### config.mk
export PLATFORM = sky130hd
export DESIGN_NAME = hazard_ctrl_flat
export DESIGN_NICKNAME = d
export VERILOG_FILES = /design/src/rtl/hazard_ctrl_if.sv /design/src/rtl/hazard_ctrl.sv /design/src/flat_wrapper.sv
export SDC_FILE = /design/constraint.sdc
export NUM_CORES = 1
export LEC_CHECK = 0
export BUFFER_PORTS_ARGS = -buffer_cell sky130_fd_sc_hd__buf_2
export CORE_AREA = 10 10 81 83
export DETAILED_ROUTE_END_ITERATION = 7
export DIE_AREA = 0 0 91 93
export PLACE_DENSITY = 0.84
export SYNTH_ARGS = -nofsm -noshare
export SYNTH_HDL_FRONTEND = slang
export SYNTH_SLANG_ARGS = --single-unit
### constraint.sdc
create_clock -name i_clk -period 2.8 [get_ports i_clk]
set_clock_uncertainty 0.05 [all_clocks]
set_input_delay 0.42 -clock i_clk [delete_from_list [all_inputs] [get_ports i_clk]]
set_output_delay 0.42 -clock i_clk [all_outputs]
set_load 0.02 [all_outputs]
### src/rtl/hazard_ctrl_if.sv
`default_nettype none
// ============================================================================
// Module      : hazard_ctrl_if
// Description : Pipeline-side signal bundle for the hazard/stall sequencer.
// Revision    : 1.0
// ============================================================================
`ifndef PC_WIDTH
`define PC_WIDTH 32
`endif

interface hazard_ctrl_if #(
    parameter int PC_W  = `PC_WIDTH,
    parameter int CNT_W = 16
);
    logic [4:0]      i_id_rs;
    logic [4:0]      i_id_rt;
    logic            i_id_uses_rt;
    logic            i_ex_mem_read;
    logic [4:0]      i_ex_rd;
    logic            i_ex_change_pc;
    logic [PC_W-1:0] i_ex_alu_pc;
    logic            i_mem_busy;
    logic            i_cnt_clr;

    logic             o_pc_we;
    logic             o_if_id_we;
    logic             o_id_ex_we;
    logic             o_ex_mem_we;
    logic             o_if_id_flush;
    logic             o_id_ex_flush;
    logic             o_redirect_valid;
    logic [PC_W-1:0]  o_redirect_pc;
    logic [CNT_W-1:0] o_stall_cnt;
    logic [CNT_W-1:0] o_flush_cnt;
    logic             o_busy;

    modport slave (
        input  i_id_rs, i_id_rt, i_id_uses_rt, i_ex_mem_read, i_ex_rd,
               i_ex_change_pc, i_ex_alu_pc, i_mem_busy, i_cnt_clr,
        output o_pc_we, o_if_id_we, o_id_ex_we, o_ex_mem_we, o_if_id_flush,
               o_id_ex_flush, o_redirect_valid, o_redirect_pc, o_stall_cnt,
               o_flush_cnt, o_busy
    );

    modport master (
        output i_id_rs, i_id_rt, i_id_uses_rt, i_ex_mem_read, i_ex_rd,
               i_ex_change_pc, i_ex_alu_pc, i_mem_busy, i_cnt_clr,
        input  o_pc_we, o_if_id_we, o_id_ex_we, o_ex_mem_we, o_if_id_flush,
               o_id_ex_flush, o_redirect_valid, o_redirect_pc, o_stall_cnt,
               o_flush_cnt, o_busy
    );
endinterface
`default_nettype wire

### src/rtl/hazard_ctrl.sv
`default_nettype none
// ============================================================================
// Module      : hazard_ctrl
// Description : 5-stage pipeline sequencer: redirect/squash, load-use bubbles,
//               memory freeze and saturating stall/flush counters.
// Revision    : 1.0
// ============================================================================
`ifndef PC_WIDTH
`define PC_WIDTH 32
`endif

module hazard_ctrl #(
    parameter int PC_W     = `PC_WIDTH,
    parameter int LU_STALL = 1,
    parameter int CNT_W    = 16
) (
    input  wire logic        i_clk,
    input  wire logic        i_rst_n,
    hazard_ctrl_if.slave     if_hz
);
    localparam logic [2:0]       c_LU_INIT = 3'(LU_STALL - 1);
    localparam logic [CNT_W-1:0] c_CNT_MAX = '1;

    typedef enum logic [1:0] {
        S_RUN      = 2'd0,
        S_LU_WAIT  = 2'd1,
        S_MEM_WAIT = 2'd2
    } state_t;

    state_t           r_state, w_state_nxt;
    logic [2:0]       r_lu_cnt, w_lu_cnt_nxt;
    logic [CNT_W-1:0] r_stall_cnt, r_flush_cnt;

    logic            w_hz;
    logic            w_pc_we, w_if_id_we, w_id_ex_we, w_ex_mem_we;
    logic            w_if_id_flush, w_id_ex_flush, w_redirect;
    logic [PC_W-1:0] w_redirect_pc;

    assign w_hz = if_hz.i_ex_mem_read && (if_hz.i_ex_rd != 5'd0) &&
                  ((if_hz.i_ex_rd == if_hz.i_id_rs) ||
                   (if_hz.i_id_uses_rt && (if_hz.i_ex_rd == if_hz.i_id_rt)));

    always_comb begin
        w_pc_we       = 1'b0;
        w_if_id_we    = 1'b0;
        w_id_ex_we    = 1'b0;
        w_ex_mem_we   = 1'b0;
        w_if_id_flush = 1'b0;
        w_id_ex_flush = 1'b0;
        w_redirect    = 1'b0;
        w_redirect_pc = '0;
        w_state_nxt   = r_state;
        w_lu_cnt_nxt  = r_lu_cnt;

        // Everything stays quiet while reset is held, even mid-cycle.
        if (i_rst_n) begin
            if (if_hz.i_mem_busy) begin
                if (r_state != S_LU_WAIT) begin
                    w_state_nxt = S_MEM_WAIT;
                end
            end else if (if_hz.i_ex_change_pc) begin
                w_pc_we       = 1'b1;
                w_if_id_we    = 1'b1;
                w_id_ex_we    = 1'b1;
                w_ex_mem_we   = 1'b1;
                w_if_id_flush = 1'b1;
                w_id_ex_flush = 1'b1;
                w_redirect    = 1'b1;
                w_redirect_pc = if_hz.i_ex_alu_pc;
                w_lu_cnt_nxt  = 3'd0;
                w_state_nxt   = S_RUN;
            end else if ((r_state == S_LU_WAIT) || w_hz) begin
                w_id_ex_we    = 1'b1;
                w_id_ex_flush = 1'b1;
                w_ex_mem_we   = 1'b1;
                if (r_state == S_LU_WAIT) begin
                    w_lu_cnt_nxt = r_lu_cnt - 3'd1;
                    if (r_lu_cnt == 3'd1) begin
                        w_state_nxt = S_RUN;
                    end
                end else if (LU_STALL > 1) begin
                    w_lu_cnt_nxt = c_LU_INIT;
                    w_state_nxt  = S_LU_WAIT;
                end else begin
                    w_state_nxt = S_RUN;
                end
            end else begin
                w_pc_we     = 1'b1;
                w_if_id_we  = 1'b1;
                w_id_ex_we  = 1'b1;
                w_ex_mem_we = 1'b1;
                w_state_nxt = S_RUN;
            end
        end
    end

    always_ff @(posedge i_clk or negedge i_rst_n) begin
        if (!i_rst_n) begin
            r_state  <= S_RUN;
            r_lu_cnt <= 3'd0;
        end else begin
            r_state  <= w_state_nxt;
            r_lu_cnt <= w_lu_cnt_nxt;
        end
    end

    always_ff @(posedge i_clk or negedge i_rst_n) begin
        if (!i_rst_n) begin
            r_stall_cnt <= '0;
            r_flush_cnt <= '0;
        end else if (if_hz.i_cnt_clr) begin
            r_stall_cnt <= '0;
            r_flush_cnt <= '0;
        end else begin
            if (!w_pc_we && (r_stall_cnt != c_CNT_MAX)) begin
                r_stall_cnt <= r_stall_cnt + 1'b1;
            end
            if (w_redirect && (r_flush_cnt != c_CNT_MAX)) begin
                r_flush_cnt <= r_flush_cnt + 1'b1;
            end
        end
    end

    assign if_hz.o_pc_we          = w_pc_we;
    assign if_hz.o_if_id_we       = w_if_id_we;
    assign if_hz.o_id_ex_we       = w_id_ex_we;
    assign if_hz.o_ex_mem_we      = w_ex_mem_we;
    assign if_hz.o_if_id_flush    = w_if_id_flush;
    assign if_hz.o_id_ex_flush    = w_id_ex_flush;
    assign if_hz.o_redirect_valid = w_redirect;
    assign if_hz.o_redirect_pc    = w_redirect_pc;
    assign if_hz.o_stall_cnt      = r_stall_cnt;
    assign if_hz.o_flush_cnt      = r_flush_cnt;
    assign if_hz.o_busy           = (r_state != S_RUN);
endmodule
`default_nettype wire
### src/flat_wrapper.sv
// flat-port wrapper written by rule: the top's interface ports become plain ports
module hazard_ctrl_flat 
#(
    parameter int PC_W     = `PC_WIDTH,
    parameter int LU_STALL = 1,
    parameter int CNT_W    = 16
)
  (i_clk, i_rst_n, if_hz_i_id_rs, if_hz_i_id_rt, if_hz_i_id_uses_rt, if_hz_i_ex_mem_read, if_hz_i_ex_rd, if_hz_i_ex_change_pc, if_hz_i_ex_alu_pc, if_hz_i_mem_busy, if_hz_i_cnt_clr, if_hz_o_pc_we, if_hz_o_if_id_we, if_hz_o_id_ex_we, if_hz_o_ex_mem_we, if_hz_o_if_id_flush, if_hz_o_id_ex_flush, if_hz_o_redirect_valid, if_hz_o_redirect_pc, if_hz_o_stall_cnt, if_hz_o_flush_cnt, if_hz_o_busy);
  hazard_ctrl_if #(.PC_W(PC_W), .CNT_W(CNT_W)) if_hz_i ();
  input  wire logic i_clk;
  input  wire logic i_rst_n;
  input wire logic [$bits(if_hz_i.i_id_rs)-1:0] if_hz_i_id_rs;
  input wire logic [$bits(if_hz_i.i_id_rt)-1:0] if_hz_i_id_rt;
  input wire logic [$bits(if_hz_i.i_id_uses_rt)-1:0] if_hz_i_id_uses_rt;
  input wire logic [$bits(if_hz_i.i_ex_mem_read)-1:0] if_hz_i_ex_mem_read;
  input wire logic [$bits(if_hz_i.i_ex_rd)-1:0] if_hz_i_ex_rd;
  input wire logic [$bits(if_hz_i.i_ex_change_pc)-1:0] if_hz_i_ex_change_pc;
  input wire logic [$bits(if_hz_i.i_ex_alu_pc)-1:0] if_hz_i_ex_alu_pc;
  input wire logic [$bits(if_hz_i.i_mem_busy)-1:0] if_hz_i_mem_busy;
  input wire logic [$bits(if_hz_i.i_cnt_clr)-1:0] if_hz_i_cnt_clr;
  output wire logic [$bits(if_hz_i.o_pc_we)-1:0] if_hz_o_pc_we;
  output wire logic [$bits(if_hz_i.o_if_id_we)-1:0] if_hz_o_if_id_we;
  output wire logic [$bits(if_hz_i.o_id_ex_we)-1:0] if_hz_o_id_ex_we;
  output wire logic [$bits(if_hz_i.o_ex_mem_we)-1:0] if_hz_o_ex_mem_we;
  output wire logic [$bits(if_hz_i.o_if_id_flush)-1:0] if_hz_o_if_id_flush;
  output wire logic [$bits(if_hz_i.o_id_ex_flush)-1:0] if_hz_o_id_ex_flush;
  output wire logic [$bits(if_hz_i.o_redirect_valid)-1:0] if_hz_o_redirect_valid;
  output wire logic [$bits(if_hz_i.o_redirect_pc)-1:0] if_hz_o_redirect_pc;
  output wire logic [$bits(if_hz_i.o_stall_cnt)-1:0] if_hz_o_stall_cnt;
  output wire logic [$bits(if_hz_i.o_flush_cnt)-1:0] if_hz_o_flush_cnt;
  output wire logic [$bits(if_hz_i.o_busy)-1:0] if_hz_o_busy;
  assign if_hz_i.i_id_rs = if_hz_i_id_rs;
  assign if_hz_i.i_id_rt = if_hz_i_id_rt;
  assign if_hz_i.i_id_uses_rt = if_hz_i_id_uses_rt;
  assign if_hz_i.i_ex_mem_read = if_hz_i_ex_mem_read;
  assign if_hz_i.i_ex_rd = if_hz_i_ex_rd;
  assign if_hz_i.i_ex_change_pc = if_hz_i_ex_change_pc;
  assign if_hz_i.i_ex_alu_pc = if_hz_i_ex_alu_pc;
  assign if_hz_i.i_mem_busy = if_hz_i_mem_busy;
  assign if_hz_i.i_cnt_clr = if_hz_i_cnt_clr;
  assign if_hz_o_pc_we = if_hz_i.o_pc_we;
  assign if_hz_o_if_id_we = if_hz_i.o_if_id_we;
  assign if_hz_o_id_ex_we = if_hz_i.o_id_ex_we;
  assign if_hz_o_ex_mem_we = if_hz_i.o_ex_mem_we;
  assign if_hz_o_if_id_flush = if_hz_i.o_if_id_flush;
  assign if_hz_o_id_ex_flush = if_hz_i.o_id_ex_flush;
  assign if_hz_o_redirect_valid = if_hz_i.o_redirect_valid;
  assign if_hz_o_redirect_pc = if_hz_i.o_redirect_pc;
  assign if_hz_o_stall_cnt = if_hz_i.o_stall_cnt;
  assign if_hz_o_flush_cnt = if_hz_i.o_flush_cnt;
  assign if_hz_o_busy = if_hz_i.o_busy;
  hazard_ctrl #(.PC_W(PC_W), .LU_STALL(LU_STALL), .CNT_W(CNT_W)) u_core (.i_clk(i_clk), .i_rst_n(i_rst_n), .if_hz(if_hz_i));
endmodule
# ---- Word level (Yosys, flattened, before mapping)
# Cells that the tools add are included.
dict set report word_totals {
  out_inout_bits 72
  reg_bits 37
}
dict set report classes {
  eq_ne 9
  n_addsub 3
  bitwise 1
  n_reduce_logical 16
  mux 29
}
# cell count
set ops {}
lappend ops {{$mux W32} 3}
lappend ops {{$mux W16} 4}
lappend ops {{$add A16 B1 Y16 const B} 2}
lappend ops {{$ne A16 B16 Y1 const B} 2}
lappend ops {{$mux W1} 13}
lappend ops {{$mux W2} 6}
lappend ops {{$eq A5 B5 Y1} 2}
lappend ops {{$reduce_bool A2 Y1} 5}
lappend ops {{$mux W3} 3}
lappend ops {{$logic_and A1 B1 Y1} 5}
lappend ops {{$ne A5 B5 Y1 const B} 1}
lappend ops {{$reduce_bool A5 Y1} 1}
lappend ops {{$ne A2 B1 Y1 const B} 2}
lappend ops {{$reduce_and A4 Y1} 1}
lappend ops {{$eq A3 B1 Y1 const B} 1}
lappend ops {{$reduce_and A3 Y1} 1}
lappend ops {{$sub A3 B1 Y3 const B} 1}
lappend ops {{$eq A2 B1 Y1 const B} 1}
lappend ops {{$logic_or A1 B1 Y1} 2}
lappend ops {{$logic_not A1 Y1} 1}
lappend ops {{$not A1 Y1} 1}

# ---- Depth between registers and ports, before layout
# Gate-level depths: netlist of run 1.
dict set report depth {
  word_depth 13
  ltp_mapped 9
  depth_no_buf 7
}

# ---- Worst setup path after synthesis of run 1
# OpenSTA, ideal clock, no wires.
dict set report synth_timing {
  path_kind {input-to-output}
  start {input port if_hz_i_ex_rd[0]}
  end {output port if_hz_o_pc_we}
  t_arrival_ns 1.975
  path_buffers 1
  stages 5
  slack_ns 0.355
  cell_sequence {or4_1 > o21ai_2 > nor2_1 > a21boi_0 > buf_4}
}
dict set report synth_between {
  elab_chain_len 9
}
# element line_no
set synth_rtl {}
lappend synth_rtl {{start, declared} flat_wrapper.sv:16} ;# input wire logic [$bits(if_hz_i.i_ex_rd)-1:0] if_hz_i_ex_rd;
lappend synth_rtl {{$eq A5 B5 Y1} hazard_ctrl.sv:41} ;# (if_hz.i_id_uses_rt && (if_hz.i_ex_rd == if_hz.i_id_rt)));
lappend synth_rtl {{$logic_and A1 B1 Y1} hazard_ctrl.sv:41}
lappend synth_rtl {{$logic_or A1 B1 Y1} hazard_ctrl.sv:40} ;# ((if_hz.i_ex_rd == if_hz.i_id_rs) ||
lappend synth_rtl {{$logic_and A1 B1 Y1 (*)} hazard_ctrl.sv:39} ;# assign w_hz = if_hz.i_ex_mem_read && (if_hz.i_ex_rd != 5'd0) &&
lappend synth_rtl {{$logic_or A1 B1 Y1 (*)} hazard_ctrl.sv:72} ;# end else if ((r_state == S_LU_WAIT) || w_hz) begin
lappend synth_rtl {{$mux W1 (*) (4 in series)} n/a}
lappend synth_rtl {{end, declared} flat_wrapper.sv:21} ;# output wire logic [$bits(if_hz_i.o_pc_we)-1:0] if_hz_o_pc_we;
# Mark *: on every way between the ends. The rest lies on a longest branch, timed or not.

# ---- Worst setup path after layout of run 1
dict set report layout_timing {
  start {register u_core.r_stall_cnt[3], in the netlist u_core.if_hz.o_stall_cnt[3]}
  end {register u_core.r_stall_cnt[10], in the netlist u_core.if_hz.o_stall_cnt[10]}
}
dict set report layout_between {
  elab_chain_len 3
}
# element line_no
set layout_rtl {}
lappend layout_rtl {{start, declared} hazard_ctrl.sv:32} ;# logic [CNT_W-1:0] r_stall_cnt, r_flush_cnt;
lappend layout_rtl {{start signal, assigned} hazard_ctrl.sv:116} ;# r_stall_cnt <= r_stall_cnt + 1'b1;
lappend layout_rtl {{$add A16 B1 Y16 / $ne A16 B16 Y1 (equally long branches)} {hazard_ctrl.sv:116, hazard_ctrl.sv:115}}
lappend layout_rtl {{$mux W16 / $logic_and A1 B1 Y1 (equally long branches)} hazard_ctrl.sv:115} ;# if (!w_pc_we && (r_stall_cnt != c_CNT_MAX)) begin
lappend layout_rtl {{$mux W16 / $reduce_bool A2 Y1 (equally long branches)} n/a}
# Several ways; a longest one is shown, not always the timed one. The select of a mux whose other input is x is not followed.
# A chain may end at the register's enable or synchronous reset.

==> metrics list, run 1 <==
- Entering global routing, the biggest net connects 35 pins.
* Hold Buf Count CTS: 0
* Area share of the largest cell type after synthesis: 39.1%
- Switching power as a share of total power: a little over a quarter
- The Yosys step of the flow raised 0 warnings.
- After detailed routing, the number of remaining DRC violations is 0.
- Setup slack on the worst reg-to-reg path comes out at 590 ps.
* Number of detailed-route iterations in the first pass: 4
- Power after layout: 1.07 mW
* DRT antenna net count: 0
- Unrepaired setup endpoints after global routing: false
* Data required time at the worst endpoint: 2920 ps
- TritonCTS built the clock tree.
- Among all flip-flop cells after synthesis, the most frequent one is dfrtp_1.
* Proportion of register bits with asynchronous set or reset after synthesis: 100%
- Counting I/O delays and the setup requirement, the final critical path takes about 2200 ps.
- Worst min-delay path class: in -> async
- Critical setup path kind: reg -> reg
- On the worst path, the slowest cell contributes a delay of 480 ps.
- After the first detailed-routing iteration, the DRC count stood at 113.
* Net total in the final layout: 417
- Starting utilization of the core area: 42.1%
* Clk pwr share: roughly 37%
* Area Growth Syn to Fin: 37.0%
- The cell area that synthesis handed to floorplanning was between 2000 and 2500 um2.
- Dividing the synthesized area by the synthesized cell count gives 8.79 um2.
- Worst endpoint data arrival time: 2330 ps
* Total leakage power: 1.51 nW
- Sequential element share of the synthesized area: 39.1%
- Dividing total power by cell area gives a power density of roughly 370 nW/um2.
- STA classifies the critical path endpoint as a flip-flop.
* Clock latency reported for the late side of the worst-skew pair: 290 ps
- Net switching power: slightly below 0.3 mW
- Share of power burned in registers: between 40% and 50%
- CTS H-tree lvls: 2
- Setup violations remaining at the end of the flow were counted as 0.
- Counting stages on the worst path, the most repeated cell is nor4_1.
- Wires add up to 6560 um.
- Cells fill 57.7% of the core in the end.
- Master of the slowest instance on the critical path: nor4_1
* Final HPWL from detailed placement: 5290 um
* Gate count of the mapped netlist: 240
- After synthesis, the most frequently instantiated cells are 33 x and2_1, 33 x dfrtp_1, 21 x nor2_1, 17 x nand3_1.
- Final hold viol count: 0
- The number of buffers and inverters on the critical path is 1.
- Number of synthesized register bits: 33
- Summing all non-filler instances in the final layout gives an area of 2890 um2.
- GR peak layer: met2
* Power share of the combinational group: 16.8%
- The synthesized design contains 0 enable-type register cells.
- Number of instances in the placed design: 424
- After floorplanning, the core was divided into 26 placement rows.
* Mean routed wirelength per cell: 15.2 um
* Share of cells above drive strength 1: 39.8%
- Counting along the longest clock path gives a buffer depth of 2.
- 0 antenna diodes ended up in the layout.
- From left edge to right edge, the die measures 91 um.
- Maximum fanout count along the critical path: 29
- Global routing used 7.91% of the available met3 tracks.
* Cell type contributing the most total cell area after synthesis: dfrtp_1
- The floorplan step set the die height to 93 um.
- Final estimated routing congestion in global placement: 0.834
- Setup TNS Final: 0 ps
- Placement Cell Area: around 2800 um2
- During placement, the flow inserted port buffers numbering 125.
- Total CTS buffers: 5
- I/O pin total: between 100 and 150
- Resized Gates After CTS: 0
* Via count of the first global-routing pass: approximately 2200
* Family of cells with the greatest summed delay on the critical path: simple AND/OR/NAND/NOR gates
* Kind of start point of the critical path: flip-flop
- The final max-slew violation count came to 0.
- Internal power comes to approximately 0.78 mW.
- Top achievable clock speed: 453 MHz
- Vias: approximately 2200
* Least-Margin Pin Slew: approximately 470 ps
* Buffers inserted by post-CTS timing repair: 0
- The number of antenna violations at the first check in global routing is 0.
- Counting every net in the synthesized netlist gives 296.
- For this run, the total global-route usage over all layers was measured as 15.2%.
- Clock-pin slew was measured on the worst setup and hold paths at 70 ps.
- For this run, global-route usage on met1 was measured as between 15 and 20%.
- Root Buffer Master: clkbuf_8
- Core area: 5010 um2
- Dividing the detail-routed via count by the number of cells gives 5.03.
* Global-route wire length before repair: 10800 um
- Top cells by area in the synthesized netlist: dfrtp_1 39%, and2_1 9.8%, xor2_1 6.2%
* Leftover overflow at the end of global routing: 0
- Final worst-path cycle share: 78.9%
- Number of distinct library cells after synthesis: 39
- Traced cell by cell, the critical path runs through nand4_2 > nor4_1 > nor3_1 > a21oi_2 > buf_12 > nor4_1 > mux2_4.
- Status: finished clean
- The tool flagged a number of max-cap violations equal to 0.
* Die Outline Area: 8460 um2
* Slew headroom: 68.4%
* TritonCTS sink count: 33
- For this run, global-route usage on met2 was measured as 24.8%.
- Final-layout fill cell count: 474
- VDD IR max: 154 uV
* Non-filler cells, final: ~430
## metrics by stage
stage | hold WS, ps | setup slack (ps)
after floorplan | 74.4 | 355
after global placement | 440 | 555
after detailed placement | 449 | 518
after CTS | 172 | 596
after global routing | 215 | 380
final | 158 | 591
## power by group through the flow
stage	registers (mW)	logic, mW	clock network [mW]
after floorplan	0.508	0.0904	0
after global placement	0.502	0.179	0
after detailed placement	0.502	0.183	0
after CTS	0.493	0.184	0.407
after global routing	0.495	0.200	0.424
final	0.493	0.180	0.400
## cells in the final DEF, fill, tap and decap left out, types with 2 or more instances in the layout
cell type  synthesis  routed
o31ai_1            6       6
nand4_1            8       8
nand3_1           17      17
and2_1            33      33
buf_4              4       4
a21oi_1           15      15
xor2_1            15      15
buf_2              1     125
and4_1             3       3
nor2b_1            3       3
clkbuf_8           0       7
and3_1             4       4
dfrtp_1           33      33
nand2_1           14      14
or4_1              7       7
xnor2_1           11      11
or3_1              7       7
ha_1               2       2
nor4_1             3       3
nor2_1            21      21
o21ai_1            6       6
## worst register-to-register path: stages, from the launching register on
cell	delay [ps]
dfrtp_1	460
nand4_2	230
nor4_1	490
nor3_1	110
a21oi_2	200
buf_12	190
nor4_1	80
mux2_4	300
## layer usage
layer	part of all wire, %	wire, um
met1	41	2690
met2	46	3000
met3	12	803
met4	1.1	75
met5	0	0
## sequential cells by signal, summed over array words and instances (netlist names)
register and flops:
u_core.if_hz.o_stall_cnt 16, u_core.r_state 1, u_core.if_hz.o_flush_cnt 16
## kinds of logic after synthesis
| kind of cell | after synthesis | share of synthesized area (%) |
|---|---|---|
| xor gates and xnor gates | 26 | 10.8 |
| and+or+nand+nor | 124 | 32.8 |
| buffers and inverters | 17 | 4.15 |
| adders and majority gates | 2 | 1.19 |
| AOI/OAI and AO/OA | 35 | 10.2 |
| muxes | 3 | 1.72 |
| DFF | 33 | 39.1 |
## final timing paths
kind,cells after the start,to,from
min,2,u_core.if_hz.o_stall_cnt[6],i_rst_n
max reg2reg,7,u_core.if_hz.o_stall_cnt[10],u_core.if_hz.o_stall_cnt[3]
min in group i_clk,2,u_core.r_state[1],if_hz_i_mem_busy
min reg2reg,1,u_core.r_state[1],u_core.r_state[1]
max in group asynchronous,2,u_core.if_hz.o_flush_cnt[10],i_rst_n
max,7,u_core.if_hz.o_stall_cnt[10],u_core.if_hz.o_stall_cnt[3]
## cell type report
class	instances	area [um2]	area share, %
Clock buffer	7	96.3	3.33
Clock inverter	1	5.00	0.173
Sequential cell	33	826	28.6
Tap cell	70	87.6	3.03
Timing Repair Buffer	130	676	23.4
Inverter	1	3.75	0.130
Multi-Input combinational cell	190	1200	41.4
No activity file was read; power rests on OpenSTA's default activity.
==> inputs of run 2 (changes only) <==
clock period = 2.2 ns   (was 2.8 ns; I/O delays follow)
==> metrics list, run 2 (synthesis gave the netlist of run 1 again) <==
- Status: finished clean (unchanged).
* Ordered list of cells on the worst path: ha_1 > nand3_1 > nor4_2 > nor3_1 > a21oi_2 > buf_12 > or4_1 > a21oi_1 (was nand4_2 > nor4_1 > nor3_1 > a21oi_2 > buf_12 > nor4_1 > mux2_4)
- Max Transition Viols Final: 0 (unchanged)
- Via density: 5.16 (was 5.03)
* Total power per unit cell area: 455 nW/um2 (was 372 nW/um2)
* Final HPWL from detailed placement: 5640 um (was 5290 um)
- The CTS clock-pin slew for the worst setup and hold paths was 80 ps (was 70 ps).
* Leading cell types in the layout, fill and taps excluded: 125 x buf_2, 33 x and2_1, 33 x dfrtp_1 (unchanged)
- Core area: 5010 um2 (unchanged)
* Largest net degree at the start of global routing: 37 (was 35)
- The count of inserted antenna diode cells is 0 (unchanged).
- Family of cells with the greatest summed delay on the critical path: simple AND/OR/NAND/NOR gates (unchanged)
* Top achievable clock speed: 486 MHz (was 453 MHz)
- The number of top-level design ports came to 126 (unchanged).
- Clock tree from TritonCTS: built (unchanged)
- Data required time at the worst endpoint: 2360 ps (was 2920 ps)
* Clock latency reported for the late side of the worst-skew pair: 290 ps (about the same)
- The critical path startpoint category was a flip-flop (unchanged).
- Final estimated routing congestion in global placement: 0.846 (was 0.834)
- Crit. End Element: flip-flop (unchanged)
- DRT antenna net count: 0 (unchanged)
* Unrepaired setup endpoints after global routing: false (unchanged)
* Starting utilization of the core area: 42.1% (unchanged)
- Setup TNS Final: 0 ps (unchanged)
* Global-route wire length before repair: 11400 um (was 10800 um)
- Mean routed wirelength per cell: 15.8 um (was 15.2 um)
- The highest-delay cell along the critical path is or4_1 (was nor4_1).
- The final net count came to 423 (was 417).
- The global-route usage over all layers was 16.2% (was 15.2%).
- Final-layout fill cell count: 474 (unchanged)
* Total Wirelength: 6940 um (was 6560 um)
- The ratio of cells with drive above 1 in the final layout is 41.0% (was 39.8%).
* Row count: 26 (unchanged)
* Root Buffer Master: clkbuf_8 (unchanged)
- The worst voltage drop across the vdd grid was 226 uV (was 154 uV).
- The global route total overflow is 0 (unchanged).
- CTS H-tree lvls: 2 (unchanged)
* Total CTS buffers: 5 (unchanged)
- Placement Cell Area: 2830 um2 (was 2790 um2)
- The minimum period implied by the final worst setup slack is 2060 ps (was 2210 ps).
- The die extent in y came to 93 um (unchanged).
- Port bufs: 125 (unchanged)
* Buffers & Inverters on Critical Path: 1 (unchanged)
- The width of the die was 91 um (unchanged).
- The critical path start-end classification was reg -> reg (unchanged).
* Final worst-path cycle share: 93.5% (was 78.9%)
- Setup Viol. Count Final: 0 (unchanged)
- The pin slew with the least headroom to its limit was 427 ps (was 474 ps).
- Area Growth Syn to Fin: 38.7% (was 37.0%)
- Antenna violations before repair: 0 (unchanged)
* TritonCTS sink count: 33 (unchanged)
- The number of design-rule violations left by the first detailed-router iteration came to 126 (was 113).
- The largest buffer count on any clock path is 2 (unchanged).
- The final non-filler cell area was 2930 um2 (was 2890 um2).
* Via count of the first global-routing pass: 2414 (was 2244)
- Maxcap violations: 0 (unchanged)
- The maximum fanout along the worst path came to 27 (was 29).
* Critical Path Max Stage Delay: 510 ps (was 480 ps)
- The cell leakage power is 1.53 nW (was 1.51 nW).
* Count of unresolved DRC violations after routing: 0 (unchanged)
- Worst endpoint data arrival time: 2220 ps (was 2330 ps)
* Leading cell type in the layout, fill and taps excluded: buf_2 (unchanged)
- The number of vias after detailed routing is 2262 (was 2175).
- The classification of the worst-slack hold path was in -> async (unchanged).
- The area enclosed by the die boundary came to 8460 um2 (unchanged).
- Slew headroom: 71.3% (was 68.4%)
- The first-pass detailed-route iteration total came to 4 (unchanged).
- Final hold viol count: 0 (unchanged)
- The setup fix buffers added after clock tree synthesis is 0 (unchanged).
run 2: power breakdown:
part | switching, mW | internal, mW
logic | 0.142 | 0.107
clock network | 0.244 | 0.218
registers | 0.00595 | 0.615
total | 0.392 | 0.941
run 2: metrics by stage:
step | setup slack (ps) | hold WS [ps] | utilization [%] | power [mW] | std cells
finish | 143 | 71.8 | 58.4 | 1.33 | 438
detailed placement | 55.7 | 396 | 56.6 | 0.885 | 430
global route | 9.78 | 107 | 58.4 | 1.40 | 438
floorplan | 49.4 | -15.6 | - | 0.761 | 240
CTS | 133 | 82.7 | 58.3 | 1.34 | 438
global placement | 116 | 397 | 56.6 | 0.880 | 430
run 2: final cells by class:
cell class                 instances  area (um2)  area share, %
multi-input combinational        190        1200           41.1
sequential                        33         826           28.2
timing repair buffer             136         721           24.6
tap                               70        87.6           2.99
clock buffer                       5        68.8           2.35
clock inverter                     3        17.5          0.599
inverter                           1        3.75          0.128
run 2: routing by layer:
layer | track usage (%) | wire (um) | vias up
li1 | - | - | 1089
met1 | 16.8 | 2580 | 1049
met2 | 27.7 | 3380 | 115
met3 | 8.47 | 861 | 9
met4 | 5.61 | 115 | 0
met5 | 0 | 0 | -
run 2: path summary, 6_finish.rpt:
path | start | to | slack (ps) | cells after the start
min reg2reg | u_core.r_state[1] | u_core.r_state[1] | 460 | 1
max | u_core.if_hz.o_stall_cnt[0] | u_core.if_hz.o_stall_cnt[13] | 140 | 8
min | i_rst_n | u_core.if_hz.o_stall_cnt[14] | 70 | 2
min in group i_clk | if_hz_i_mem_busy | u_core.r_state[1] | 250 | 2
max in group asynchronous | i_rst_n | u_core.if_hz.o_stall_cnt[0] | 1720 | 2
max reg2reg | u_core.if_hz.o_stall_cnt[0] | u_core.if_hz.o_stall_cnt[13] | 140 | 8
run 2: timing repair:
| action | in CTS | in global routing |
|---|---|---|
| setup endpoints to repair | 0 | 14 |
| hold buffers | 0 | 0 |
| endpoints found under the hold margin | 0 | 0 |
| resized for setup | 0 | 1 |
